--- src/rtl/sample_arb_pkg.sv ---
// Shared types and constants for the sample ROM arbiter.
package sample_arb_pkg;

   localparam int SAMPLE_ADDR_W    = 14;
   localparam int SAMPLE_DATA_W    = 16;
   localparam int SAMPLE_ROM_DEPTH = 8770;

   // One tag-pipe stage: read in flight and which requester it belongs to.
   typedef struct packed {
      logic       vld;
      logic [2:0] idx;
   } arb_tag_t;

   // Binary requester index to one-hot strobe (up to 8 requesters).
   function automatic logic [7:0] onehot(input logic [2:0] idx);
      onehot = 8'b0000_0001 << idx;
   endfunction

endpackage

--- src/rtl/sample_rom_arbiter_rr_pick.sv ---
// Combinational round-robin picker: rotate requests so the pointer
// position becomes bit 0, take the lowest set bit, rotate back.
module rr_pick #(
   parameter int N_REQ = 4,
   parameter int IDX_W = $clog2(N_REQ)
) (
   input  logic [N_REQ-1:0] req,
   input  logic [IDX_W-1:0] ptr,
   output logic [N_REQ-1:0] gnt,
   output logic [IDX_W-1:0] idx
);

   logic [IDX_W-1:0] pos [N_REQ];
   logic [N_REQ-1:0] rot;
   logic [N_REQ-1:0] pick;

   // Rotated position i maps to requester (i + ptr) mod N_REQ.
   always_comb begin
      int s;
      s = 0;
      for (int i = 0; i < N_REQ; i++) begin
         s = i + int'(ptr);
         if (s >= N_REQ) s = s - N_REQ;
         pos[i] = IDX_W'(s);
      end
   end

   // Rotate, isolate lowest set bit.
   always_comb begin
      for (int i = 0; i < N_REQ; i++) rot[i] = req[pos[i]];
      pick = rot & (~rot + N_REQ'(1));
   end

   // Rotate the winner back to requester numbering.
   always_comb begin
      gnt = '0;
      idx = '0;
      for (int i = 0; i < N_REQ; i++) begin
         if (pick[i]) begin
            gnt[pos[i]] = 1'b1;
            idx         = pos[i];
         end
      end
   end

endmodule

--- src/rtl/sample_rom_arbiter.sv ---
// Sample ROM arbiter: shares one single-port sample ROM among N_REQ voice
// players with round-robin grants, carrying the requester tag through the
// ROM latency and returning data with a per-requester valid strobe.
// Optional build macro SAMPLE_ARB_PRIO0_EN: requester 0 (drum pad) takes
// absolute priority; the others round-robin over pointer range 1..N_REQ-1.
module sample_rom_arbiter
   import sample_arb_pkg::*;
#(
   parameter int N_REQ   = 4,
   parameter int ADDR_W  = SAMPLE_ADDR_W,
   parameter int DATA_W  = SAMPLE_DATA_W,
   parameter int ROM_LAT = 1
) (
   input  logic                    clk,
   input  logic                    reset,
   input  logic [N_REQ-1:0]        req,
   input  logic [N_REQ*ADDR_W-1:0] req_addr,
   input  logic                    flush,
   output logic [N_REQ-1:0]        gnt,
   output logic [N_REQ-1:0]        rd_valid,
   output logic [DATA_W-1:0]       rd_data,
   output logic                    busy,
   output logic                    rom_en,
   output logic [ADDR_W-1:0]       rom_addr,
   input  logic [DATA_W-1:0]       rom_dout
);

   localparam int IDX_W = $clog2(N_REQ);
   localparam logic [IDX_W-1:0] IDX_LAST = IDX_W'(N_REQ - 1);

   logic [IDX_W-1:0]  rr_ptr;
   logic [IDX_W-1:0]  ptr_next;
   logic [N_REQ-1:0]  req_rr;
   logic [N_REQ-1:0]  pick_gnt;
   logic [IDX_W-1:0]  pick_idx;
   logic [N_REQ-1:0]  gnt_raw;
   logic [IDX_W-1:0]  gnt_idx;
   logic              prio_hit;
   logic              gnt_any;
   logic              issue;
   logic [ADDR_W-1:0] sel_addr;
   arb_tag_t          tag_pipe [ROM_LAT+1];

`ifdef SAMPLE_ARB_PRIO0_EN
   // Requester 0 bypasses the rotation; the pointer never visits 0.
   localparam logic [IDX_W-1:0] PTR_RST = IDX_W'(1);
   assign req_rr   = req & ~N_REQ'(1);
   assign prio_hit = req[0];
`else
   localparam logic [IDX_W-1:0] PTR_RST = '0;
   assign req_rr   = req;
   assign prio_hit = 1'b0;
`endif

   rr_pick #(
      .N_REQ (N_REQ),
      .IDX_W (IDX_W)
   ) u_rr_pick (
      .req (req_rr),
      .ptr (rr_ptr),
      .gnt (pick_gnt),
      .idx (pick_idx)
   );

   // Final grant selection, suppressed while reset is asserted.
   always_comb begin
      gnt_raw  = prio_hit ? N_REQ'(1) : pick_gnt;
      gnt_idx  = prio_hit ? '0 : pick_idx;
      ptr_next = (pick_idx == IDX_LAST) ? PTR_RST : pick_idx + IDX_W'(1);
   end

   assign gnt     = reset ? gnt_raw : '0;
   assign gnt_any = |gnt;
   // A grant in a flush cycle is discarded, so it never reaches the ROM.
   assign issue   = gnt_any & ~flush;

   // Address of the granted requester.
   always_comb begin
      sel_addr = '0;
      for (int i = 0; i < N_REQ; i++) begin
         if (gnt_raw[i]) sel_addr = req_addr[i*ADDR_W +: ADDR_W];
      end
   end

   // Round-robin pointer: advance past the winner, including in flush cycles.
   always_ff @(posedge clk or negedge reset) begin
      if (!reset) begin
         rr_ptr <= PTR_RST;
      end else if (gnt_any && !prio_hit) begin
         rr_ptr <= ptr_next;
      end
   end

   // ROM enable/address registers; address holds on idle cycles.
   always_ff @(posedge clk or negedge reset) begin
      if (!reset) begin
         rom_en   <= 1'b0;
         rom_addr <= '0;
      end else begin
         rom_en <= issue;
         if (issue) rom_addr <= sel_addr;
      end
   end

   // Tag shift pipe aligned with the ROM read; flush kills every stage.
   always_ff @(posedge clk or negedge reset) begin
      if (!reset) begin
         for (int k = 0; k <= ROM_LAT; k++) tag_pipe[k] <= '0;
      end else begin
         tag_pipe[0].vld <= issue;
         tag_pipe[0].idx <= 3'(gnt_idx);
         for (int k = 1; k <= ROM_LAT; k++) begin
            tag_pipe[k].vld <= tag_pipe[k-1].vld & ~flush;
            tag_pipe[k].idx <= tag_pipe[k-1].idx;
         end
      end
   end

   // Output registers: capture ROM data with the owning requester's strobe.
   always_ff @(posedge clk or negedge reset) begin
      if (!reset) begin
         rd_valid <= '0;
         rd_data  <= '0;
      end else if (tag_pipe[ROM_LAT-1].vld && !flush) begin
         rd_valid <= N_REQ'(onehot(tag_pipe[ROM_LAT-1].idx));
         rd_data  <= rom_dout;
      end else begin
         rd_valid <= '0;
      end
   end

   // Busy while any tag stage holds a live read.
   always_comb begin
      busy = 1'b0;
      for (int k = 0; k <= ROM_LAT; k++) busy = busy | tag_pipe[k].vld;
   end

endmodule

--- config.mk ---
export PLATFORM = sky130hd
export DESIGN_NAME = sample_rom_arbiter
export DESIGN_NICKNAME = d
export VERILOG_FILES = /design/src/rtl/sample_arb_pkg.sv /design/src/rtl/sample_rom_arbiter_rr_pick.sv /design/src/rtl/sample_rom_arbiter.sv
export SDC_FILE = /design/constraint.sdc
export NUM_CORES = 1
export LEC_CHECK = 0
export ABC_AREA = 1
export CORE_ASPECT_RATIO = 1.25
export CORE_UTILIZATION = 24
export CTS_BUF_LIST = sky130_fd_sc_hd__clkbuf_8
export DETAILED_ROUTE_END_ITERATION = 16
export GPL_TIMING_DRIVEN = 0
export PLACE_DENSITY = 0.54
export SLEW_MARGIN = 10
export SYNTH_ARGS = -nofsm -noshare
export SYNTH_HDL_FRONTEND = slang
export SYNTH_SLANG_ARGS = --single-unit
export TNS_END_PERCENT = 30
--- constraint.sdc ---
create_clock -name clk -period 3.1 [get_ports clk]
set_input_delay 0.62 -clock clk [delete_from_list [all_inputs] [get_ports clk]]
set_output_delay 0.62 -clock clk [all_outputs]
set_load 0.01 [all_outputs]
==> run metrics <==
area fraction in compound gates after synthesis 8.78%; cell-by-cell trace of the critical path clkdlybuf4s50_1, inv_1, nand2_1, nand3_4, a21boi_0, a21oi_4, nand3_4, nand2_2, inv_1, dlygate4sd2_1; hold buffers post-CTS 0; Reg clk slew, reported paths 80 ps; leading cell types by total area after synthesis sky130_fd_sc_hd__dfrtp_1 39%, sky130_fd_sc_hd__nand2_1 25%, sky130_fd_sc_hd__a21oi_1 6.2%, sky130_fd_sc_hd__nand3_1 5.1%, sky130_fd_sc_hd__inv_1 4.5%; detailed router's first-iteration violation count 85; setup slack after layout 120 ps; instance count of the mapped netlist between 300 and 400; clock period minus final worst setup slack 2980 ps; multiplexer fraction of the synthesized cell area 0%; final std cell area, no fill ~4100 µm²; final antenna-violating net count 0; layout cells sized above 1 around 12%; count of flip-flops with a built-in enable after synthesis 0; CTS tree done; setup violation total in the final timing report 0; Ports 119; pre-CTS setup slack -141 ps; combinational family with the most area after synthesis simple AND/OR/NAND/NOR gates; Remaining DRCs 0; Adder-Cell Fraction of Synth Area under 10%; cell type of the slowest stage on the worst timing path sky130_fd_sc_hd__clkdlybuf4s50_1; number of standard-cell rows in the floorplan 41; Via Count 2,740; power density over the cells 1170 nW/µm²; total power after layout 4850 µW; routed len/inst between 10 and 15 µm; number of max-slew violations in the final report 0; final-layout setup total negative slack 0 ps; unrepaired setup endpoints after global routing false; critical path fanouts, max 7; cell at the root of the clock tree sky130_fd_sc_hd__clkbuf_8; worst setup path category input port to output pin; diodes inserted 0; Starting Density 25.0%; number of clock buffers inserted by TritonCTS 5; post-synthesis xor/xnor area fraction less than 1%; port buffer count 118; estimated wirelength of the detail-placed design 6120 µm; die boundary height ~120 µm; most frequent cells after synthesis 169 x sky130_fd_sc_hd__nand2_1, 40 x sky130_fd_sc_hd__dfrtp_1, 32 x sky130_fd_sc_hd__a21oi_1; die area approximately 11,000 µm²; endpoint type of the worst setup path output pin; final hold vios 0; Static Leakage around 0.0021 µW; fraction of registers with async set/reset 100%; ratio of final minimum period to clock period just under 100%; area overhead of the layout relative to synthesis 61.4%; DR vias/cell around 4.4; Clock Sink Count 40; Worst IR Drop VDD around 500 µV; leading cell type by number of instances after synthesis sky130_fd_sc_hd__nand2_1; Global Route met1 Usage about 18%; number of search-and-repair iterations in the first detailed-routing pass 4; Syn Area/Cell 7.10 µm²; setup clock skew after layout 4.64 ps; max-cap check violation count 0; placement-stage cell area 3920 µm²; slew at the pin closest to its max-slew limit 578 ps; clock latency reported for the late side of the worst-skew pair 290 ps; wire length of the first global-routing pass approximately 13,000 µm; pin count of the biggest net entering global routing 37; number of warnings printed during yosys synthesis 0; status completed; Detailed Route WL ~7900 µm; Final Util 40.3%; CP Data Arrival Time about 2400 ps; Net Count, Synth 445; Max Root-Sink Buffers 2; total buffers and inverters traversed by the critical path 4; post-synthesis instance area 2560 µm²; top cell type by total area after synthesis sky130_fd_sc_hd__dfrtp_1; layout net count 574; Peak Freq 0.336 GHz; area fraction in and, or, nand and nor cells after synthesis a little over 40%; area share of the largest cell type after synthesis 39.0%; vias in the first global route 2,707; Top FF cell, synth sky130_fd_sc_hd__dfrtp_1; Required @ worst endpoint 2480 ps; Worst Hold Class input port to async pin; global router's overall resource usage 14.3%; grt met2 use between 20% and 30%; chip width 94.4 µm; sum of overflow across all layers after global routing 0; Worst slew margin 61.4%; initial antenna violation count 0; global placer's final weighted congestion 0.813; CP max stage delay 500 ps; most utilized layer in the global route result met2; maximum level of the CTS H-tree 2; area of the core region 10,300 µm²; count of cell types in the netlist 31; post-synthesis sequential element count 40; met3 track utilization from global routing between 2 and 2.5%; register area share after synthesis 39.0%; Largest delay share family, worst path buffers and inverters; startpoint type of the worst setup path input port
## through the flow
stage / cells / hold slack, ps
after floorplan: 361 / 324
final: 620 / 174
after global placement: 608 / 454
after detailed placement: 609 / 458
after CTS: 619 / 172
after global routing: 620 / 177
## cells in the final DEF, fill, tap and decap left out, types with 5 or more instances in the layout
master / netlist / final
sky130_fd_sc_hd__a21oi_1: 32 / 32
sky130_fd_sc_hd__buf_2: 7 / 8
sky130_fd_sc_hd__buf_4: 2 / 5
sky130_fd_sc_hd__clkbuf_8: 0 / 5
sky130_fd_sc_hd__clkdlybuf4s50_1: 0 / 113
sky130_fd_sc_hd__dfrtp_1: 40 / 39
sky130_fd_sc_hd__inv_1: 31 / 30
sky130_fd_sc_hd__nand2_1: 169 / 168
sky130_fd_sc_hd__nand2_2: 8 / 9
sky130_fd_sc_hd__nand3_1: 26 / 24
## cells by family after synthesis
| group | count (synthesis) |
|---|---|
| simple gates | 225 |
| buf+inv | 50 |
| compound gates | 40 |
| flops | 40 |
| fa+ha+maj | 5 |
| xor+xnor | 1 |
## worst register-to-register path, cell delays in order (launching register included)
cell                      delay, ps
sky130_fd_sc_hd__dfrtp_1        390
sky130_fd_sc_hd__buf_6          150
sky130_fd_sc_hd__inv_6          100
sky130_fd_sc_hd__ha_4           230
sky130_fd_sc_hd__inv_1          100
sky130_fd_sc_hd__nand3_2        110
sky130_fd_sc_hd__nand2_4        110
sky130_fd_sc_hd__inv_2           50
sky130_fd_sc_hd__nor2_4         110
sky130_fd_sc_hd__nand2_1         80
sky130_fd_sc_hd__inv_2           60
sky130_fd_sc_hd__nand2_1         40
sky130_fd_sc_hd__nand3_1        120
sky130_fd_sc_hd__buf_4          190
sky130_fd_sc_hd__buf_2          240
sky130_fd_sc_hd__a21oi_1         70
sky130_fd_sc_hd__nand2_1         80
sky130_fd_sc_hd__nand2_1         60
sky130_fd_sc_hd__nand2_1         60
sky130_fd_sc_hd__nand2_1         40
## cell type report
cell class,instances,area (µm²)
clock inverter,3,90.1
sequential,40,1000
buffer,15,95.1
tap,129,161
clock buffer,5,68.8
inverter,35,139
multi-input combinational,271,1370
fill,1092,6120
timing repair buffer,122,1210
## final timing paths
kind | start | to | slack (ps) | cells past startpoint
worst max-delay path | req[3] | gnt[1] | 120 | 10
worst min-delay path | reset | rom_addr[12] | 170 | 1
worst max register to register | register | rom_addr[10] | 620 | 19
worst min register to register | tag_pipe[5] | rd_valid[1] | 470 | 1
max in group asynchronous | reset | rr_ptr[1] | 2450 | 2
min in group clk | tag_pipe[5] | rd_valid[1] | 470 | 1
## report_power, final
group	switching (µW)	internal, µW	total (µW)
clock network	185	403	588
registers	134	746	880
logic	1990	1390	3380
## flip-flops by register name (all words and copies together), names as in the netlist, named ones only
name / cells
rd_data: 16
rd_valid: 4
rom_addr: 14
rr_ptr: 1
tag_pipe: 4
## timing repair
action | CTS | global route
gates resized for setup | 12 | 2
endpoints found under the hold margin | 0 | 0
endpoints found under the setup margin | 4 | 3
pin swaps | 1 | 1
setup buffers | 2 | 1
## layer usage
| layer | part of all wire, % | routed length (µm) | up-vias |
|---|---|---|---|
| li1 | - | - | 1384 |
| met1 | 44 | 3480 | 1265 |
| met2 | 50 | 3970 | 84 |
| met3 | 5.0 | 393 | 7 |
| met4 | 1.0 | 80 | 0 |
| met5 | 0 | 0 | - |
No activity file was read; power rests on OpenSTA's default activity.
